[config.mk]
export PLATFORM = sky130hd
export DESIGN_NAME = fifo_sync_flags_flat
export DESIGN_NICKNAME = d
export VERILOG_FILES = /design/src/rtl/fifo_sync_flags_if.sv /design/src/rtl/fifo_sync_flags.sv /design/src/flat_wrapper.sv
export SDC_FILE = /design/constraint.sdc
export NUM_CORES = 2
export LEC_CHECK = 0
export BUFFER_PORTS_ARGS = -buffer_cell sky130_fd_sc_hd__buf_4
export CAP_MARGIN = 20
export CORE_UTILIZATION = 65
export DETAILED_ROUTE_END_ITERATION = 8
export PLACE_DENSITY_LB_ADDON = 0.15
export SETUP_SLACK_MARGIN = 0.02
export SLEW_MARGIN = 20
export SYNTH_ARGS = -nofsm -noshare
export SYNTH_HDL_FRONTEND = slang
export SYNTH_SLANG_ARGS = --single-unit
[constraint.sdc]
create_clock -name clk -period 8.25 [get_ports clk]
set_clock_uncertainty 0.1 [all_clocks]
set_input_delay 0.825 -clock clk [delete_from_list [all_inputs] [get_ports clk]]
set_output_delay 0.825 -clock clk [all_outputs]
set_load 0.005 [all_outputs]
[src/rtl/fifo_sync_flags_if.sv]
// Handshake bundle between a byte producer/consumer and fifo_sync_flags.
// The master side drives strobes and data; the slave side (the FIFO) reports status.
interface fifo_sync_flags_if #(
  parameter int WIDTH = 8,
  parameter int DEPTH = 256
);
  localparam int LW = $clog2(DEPTH) + 1;

  logic             flush;
  logic [WIDTH-1:0] write_data;
  logic             write_strobe;
  logic [WIDTH-1:0] read_data;
  logic             read_strobe;
  logic             empty;
  logic             full;
  logic             almost_full;
  logic             almost_empty;
  logic [LW-1:0]    level;
  logic             overflow;
  logic             underflow;
  logic             clear_errors;

  modport master (
    output flush, write_data, write_strobe, read_strobe, clear_errors,
    input  read_data, empty, full, almost_full, almost_empty, level,
           overflow, underflow
  );

  modport slave (
    input  flush, write_data, write_strobe, read_strobe, clear_errors,
    output read_data, empty, full, almost_full, almost_empty, level,
           overflow, underflow
  );
endinterface

[src/rtl/fifo_sync_flags.sv]
// Single-clock show-ahead FIFO with registered fill level, programmable
// almost-full/almost-empty thresholds, sticky overflow/underflow and flush.
module fifo_sync_flags #(
  parameter int WIDTH        = 8,
  parameter int DEPTH        = 256,
  parameter int ALMOST_FULL  = 192,
  parameter int ALMOST_EMPTY = 16
) (
  input logic           clk,
  input logic           reset,
  fifo_sync_flags_if.slave bus
);
  localparam int AW = $clog2(DEPTH);
  localparam int LW = AW + 1;
  localparam logic [LW-1:0] LVL_FULL = LW'(DEPTH);
  localparam logic [LW-1:0] LVL_AF   = LW'(ALMOST_FULL);
  localparam logic [LW-1:0] LVL_AE   = LW'(ALMOST_EMPTY);

  logic [WIDTH-1:0] r_mem [DEPTH];
  logic [LW-1:0]    r_wr_ptr;
  logic [LW-1:0]    r_rd_ptr;
  logic [LW-1:0]    r_level;
  logic             r_overflow;
  logic             r_underflow;

  logic w_empty;
  logic w_full;
  logic w_rd_ok;
  logic w_wr_ok;
  logic w_rd_acc;
  logic w_wr_acc;
  logic w_ovf_set;
  logic w_udf_set;

  // Flags decode only from the registered level, never from the strobes.
  assign w_empty = (r_level == '0);
  assign w_full  = (r_level == LVL_FULL);

  // A read frees a slot in the same cycle, so a write at full is still taken.
  assign w_rd_ok  = bus.read_strobe & ~w_empty;
  assign w_wr_ok  = bus.write_strobe & (~w_full | w_rd_ok);
  assign w_rd_acc = w_rd_ok & ~bus.flush;
  assign w_wr_acc = w_wr_ok & ~bus.flush;

  assign w_ovf_set = ~bus.flush & bus.write_strobe & w_full & ~w_rd_ok;
  assign w_udf_set = ~bus.flush & bus.read_strobe & w_empty;

  // Storage is deliberately left out of reset.
  always_ff @(posedge clk) begin
    if (w_wr_acc) begin
      r_mem[r_wr_ptr[AW-1:0]] <= bus.write_data;
    end
  end

  always_ff @(posedge clk or negedge reset) begin
    if (!reset) begin
      r_wr_ptr <= '0;
      r_rd_ptr <= '0;
      r_level  <= '0;
    end else if (bus.flush) begin
      r_wr_ptr <= '0;
      r_rd_ptr <= '0;
      r_level  <= '0;
    end else begin
      if (w_wr_acc) begin
        r_wr_ptr <= r_wr_ptr + 1'b1;
      end
      if (w_rd_acc) begin
        r_rd_ptr <= r_rd_ptr + 1'b1;
      end
      case ({w_wr_acc, w_rd_acc})
        2'b10:   r_level <= r_level + 1'b1;
        2'b01:   r_level <= r_level - 1'b1;
        default: r_level <= r_level;
      endcase
    end
  end

  // A fresh error in the same cycle as clear_errors keeps the flag set.
  always_ff @(posedge clk or negedge reset) begin
    if (!reset) begin
      r_overflow  <= 1'b0;
      r_underflow <= 1'b0;
    end else begin
      r_overflow  <= w_ovf_set | (r_overflow  & ~bus.clear_errors);
      r_underflow <= w_udf_set | (r_underflow & ~bus.clear_errors);
    end
  end

  assign bus.read_data    = r_mem[r_rd_ptr[AW-1:0]];
  assign bus.empty        = w_empty;
  assign bus.full         = w_full;
  assign bus.almost_full  = (r_level >= LVL_AF);
  assign bus.almost_empty = (r_level <= LVL_AE);
  assign bus.level        = r_level;
  assign bus.overflow     = r_overflow;
  assign bus.underflow    = r_underflow;

endmodule
[src/flat_wrapper.sv]
// flat-port wrapper written by rule: the top's interface ports become plain ports
module fifo_sync_flags_flat 
#(
  parameter int WIDTH        = 8,
  parameter int DEPTH        = 256,
  parameter int ALMOST_FULL  = 192,
  parameter int ALMOST_EMPTY = 16
)
  (clk, reset, bus_flush, bus_write_data, bus_write_strobe, bus_read_strobe, bus_clear_errors, bus_read_data, bus_empty, bus_full, bus_almost_full, bus_almost_empty, bus_level, bus_overflow, bus_underflow);
  fifo_sync_flags_if #(.WIDTH(WIDTH), .DEPTH(DEPTH)) bus_i ();
  input logic clk;
  input logic reset;
  input wire logic [$bits(bus_i.flush)-1:0] bus_flush;
  input wire logic [$bits(bus_i.write_data)-1:0] bus_write_data;
  input wire logic [$bits(bus_i.write_strobe)-1:0] bus_write_strobe;
  input wire logic [$bits(bus_i.read_strobe)-1:0] bus_read_strobe;
  input wire logic [$bits(bus_i.clear_errors)-1:0] bus_clear_errors;
  output wire logic [$bits(bus_i.read_data)-1:0] bus_read_data;
  output wire logic [$bits(bus_i.empty)-1:0] bus_empty;
  output wire logic [$bits(bus_i.full)-1:0] bus_full;
  output wire logic [$bits(bus_i.almost_full)-1:0] bus_almost_full;
  output wire logic [$bits(bus_i.almost_empty)-1:0] bus_almost_empty;
  output wire logic [$bits(bus_i.level)-1:0] bus_level;
  output wire logic [$bits(bus_i.overflow)-1:0] bus_overflow;
  output wire logic [$bits(bus_i.underflow)-1:0] bus_underflow;
  assign bus_i.flush = bus_flush;
  assign bus_i.write_data = bus_write_data;
  assign bus_i.write_strobe = bus_write_strobe;
  assign bus_i.read_strobe = bus_read_strobe;
  assign bus_i.clear_errors = bus_clear_errors;
  assign bus_read_data = bus_i.read_data;
  assign bus_empty = bus_i.empty;
  assign bus_full = bus_i.full;
  assign bus_almost_full = bus_i.almost_full;
  assign bus_almost_empty = bus_i.almost_empty;
  assign bus_level = bus_i.level;
  assign bus_overflow = bus_i.overflow;
  assign bus_underflow = bus_i.underflow;
  fifo_sync_flags #(.WIDTH(WIDTH), .DEPTH(DEPTH), .ALMOST_FULL(ALMOST_FULL), .ALMOST_EMPTY(ALMOST_EMPTY)) u_core (.clk(clk), .reset(reset), .bus(bus_i));
endmodule
==> metrics.md <==
| Metric | Value |
|---|---|
| Outcome | `completed` |
| Synth top area cells | `edfxtp_1 75%, mux4_2 10%, mux2i_1 3.7%, nor2_1 1.5%, o221ai_1 1.3%` |
| Dominant cell type by area after synthesis | `edfxtp_1` |
| Max clock buf depth | `3` |
| Reg2reg start | `u_core.bus.level[1]` |
| All-layer global routing usage | `32.9%` |
| Synth cell types | `76` |
| Ys flop type | `edfxtp_1` |
| RSZ-0062 raised after global routing | `no` |
| Core outline area | `124000 um^2` |
| EDFF count, synth | `2048` |
| Post-Syn Nets | `4167` |
| Synth-to-Final Area Change | `9.38%` |
| Total Routed Length | `206 mm` |
| CTS Buf Count | `194` |
| Post-route ant nets | `0` |
| Worst Path Required | `7.32 ns` |
| Post-Syn Instances | `4145` |
| Row Count | `129` |
| Buffers on Ports | `36` |
| Wire length per cell | `34.4 um` |
| Synth Cell Area | `82000 um^2` |
| Final hold vios | `0` |
| I/O pin count | `37` |
| Die extent in x | `357 um` |
| Final-stage net count | `4218` |
| Root buffer cell | `clkbuf_16` |
| Power Density | `279 nW/um^2` |
| Layout cells sized above 1 | `18.2%` |
| Initial cell density of the core | `65.9%` |
| Initial DRC count | `6439` |
| Tcrit/Tclk final | `79.9%` |
| CP arrival | `5.66 ns` |
| Vias in the first global route | `41200` |
| Post-route DRC | `0` |
| Via/cell ratio | `7.13` |
| Synth top area share | `75.0%` |
| Leak pwr | `27.6 nW` |
| Fin crit period | `6.59 ns` |
| Crit start category | `register` |
| Max FO, Critical Path | `57` |
| Hpwl dp | `122 mm` |
| Setup TNS | `0 ns` |
| First-pass GRT wire length | `295 mm` |
| CTS tree | `built` |
| Yosys reg bits | `2075` |
| R2r setup slk | `4.05 ns` |
| Syn Area/Cell | `19.8 um^2` |
| Worst Setup End Kind | `output pin` |
| H-tree lvl count | `4` |
| Via Count | `42800` |
| Initial antenna violation count | `6` |
| HP Start | `bus_clear_errors` |
| Gr ovfl total | `0` |
| Met2 GRT Util | `49.7%` |
| YS warnings | `0` |
| Post-CTS setup buffer count | `0` |
| Max_cap viols | `0` |
| Critical path class | `reg -> out` |
| Final Core Density | `72.1%` |
| Die H | `357 um` |
| Met1 Use GR | `47.4%` |
| Slew Limit Fails | `0` |
| Largest net degree at the start of global routing | `162` |
| Async set-reset flop share out of synthesis | `1.30%` |
| DRT Pass-1 Iters | `6` |
| Die ar. | `128000 um^2` |
| Relative slew margins | `21.1%` |
| Global route hottest layer | `met2` |
| Slew @ Worst Pin | `1.18 ns` |
| Register area share after synthesis | `75.8%` |
| Worst-skew pair later-pin latency | `0.84 ns` |
| Global routing usage on met3 | `6.95%` |
| Setup-violating endpoint count in the final report | `0` |
| Max Clock Freq | `152 MHz` |
| Clock transition at path regs | `0.06 ns` |
| Gp weighted congestion | `0.928` |
| Worst VDD drop | `0.000397 V` |
| Clock sink count | `2075` |
| CP startpoint | `u_core.r_rd_ptr[2]` |
| Worst Hold Class | `in -> reg` |
==> where the power goes <==
group | switching, W | internal, W | leakage, nW | total, W
registers | 0.000128 | 0.0116 | 18.8 | 0.0117
logic | 0.00246 | 0.00205 | 5.77 | 0.00451
clock network | 0.00389 | 0.00491 | 3.05 | 0.00880
total | 0.00648 | 0.0186 | 27.6 | 0.0250
==> through the flow <==
stage	hold slack (ns)	worst slack [ns]	cell area [um^2]	total power [W]	cells
after CTS	0.0323	1.81	89600	0.0251	5994
final	0.0781	1.66	89700	0.0250	6000
after global routing	0.0533	1.65	89700	0.0257	5996
after detailed placement	0.433	2.71	83400	0.0165	5634
after floorplan	0.423	5.00	82000	0.0154	4145
after global placement	0.433	2.63	83400	0.0165	5634
==> placed cells by master, fill, tap and decap left out, drive strengths merged, types with 67 or more instances in the layout <==
master | synthesis | routed
o221ai | 126 | 126
nor3 | 74 | 74
mux2i | 307 | 307
clkbuf | 99 | 258
buf | 152 | 98
clkinv | 1 | 84
edfxtp | 2048 | 2048
nand2 | 105 | 105
a21oi | 93 | 93
mux4 | 383 | 383
o22ai | 67 | 67
nor2 | 338 | 338
==> cell families after synthesis <==
kind of cell               after synthesis  synth area share (%)
DFF                                   2075                  75.8
muxes                                  693                  14.4
and+or+nand+nor                        658                  3.58
AOI/OAI and AO/OA                      432                  3.80
buffers and inverters                  263                  2.17
xor gates and xnor gates                16                 0.171
adders and majority gates                8                 0.122
==> state kept, by name, summed over array words and instances, names as in the netlist <==
signal,cells
u_core.bus.level,9
u_core.bus.overflow,1
u_core.bus.underflow,1
u_core.r_mem,2048
u_core.r_rd_ptr,8
u_core.r_wr_ptr,8
==> routing by layer <==
metal,up-vias,wire length (um)
met2,2971,96000
met5,-,72
met4,4,9890
li1,17300,-
met1,22000,77500
met3,503,22800
==> critical path, cell delays in order, from the launching register on <==
cell      delay (ns)
dfrtp_4         0.86
nand2_4         0.64
buf_4           0.61
o22ai_1         0.38
nor3_1          0.10
o21ai_0         0.74
o211ai_1        0.25
nor3_1          0.66
o311a_1         0.37
buf_4           0.14
==> synthesized netlist by cell type, types with 10 or more instances <==
cell / n
edfxtp_1: 2048
mux4_2: 373
nor2_1: 338
mux2i_1: 307
o221ai_1: 121
nand2_1: 105
clkbuf_1: 98
a21oi_1: 93
nor3_1: 74
o22ai_1: 67
buf_2: 56
buf_6: 29
a211oi_1: 27
dfrtp_1: 27
nand3_1: 27
o21ai_0: 27
nor2b_1: 21
buf_1: 19
buf_12: 18
buf_4: 17
nor4_1: 17
a22oi_1: 15
and2_1: 13
buf_8: 13
nand2b_1: 13
a2111oi_0: 11
and3_1: 11
inv_1: 10
mux4_1: 10
nand4_1: 10
==> final timing paths <==
kind | end | depth (start not counted)
max reg2reg | u_core.r_mem[236][3] | 6
min in group asynchronous | u_core.bus.underflow | 2
min reg2reg | u_core.bus.underflow | 2
max | bus_read_data[4] | 9
max in group asynchronous | u_core.r_rd_ptr[2] | 2
min | u_core.bus.underflow | 2
==> timing repair <==
action,CTS,global route
gates resized for setup,0,0
hold buffers,1,0
hold endpoints to repair,27,0
==> cell type report <==
cell class / instances / area, um^2
multi-input cells: 1807 / 18100
inverters: 12 / 51.3
fillers: 7203 / 34700
well taps: 1637 / 2050
repair buffers: 106 / 1040
clock inverters: 108 / 1040
clock buffers: 251 / 5200
flip-flops and latches: 2075 / 62200
diodes: 4 / 10.0
Power figures use the tool's default switching activity.
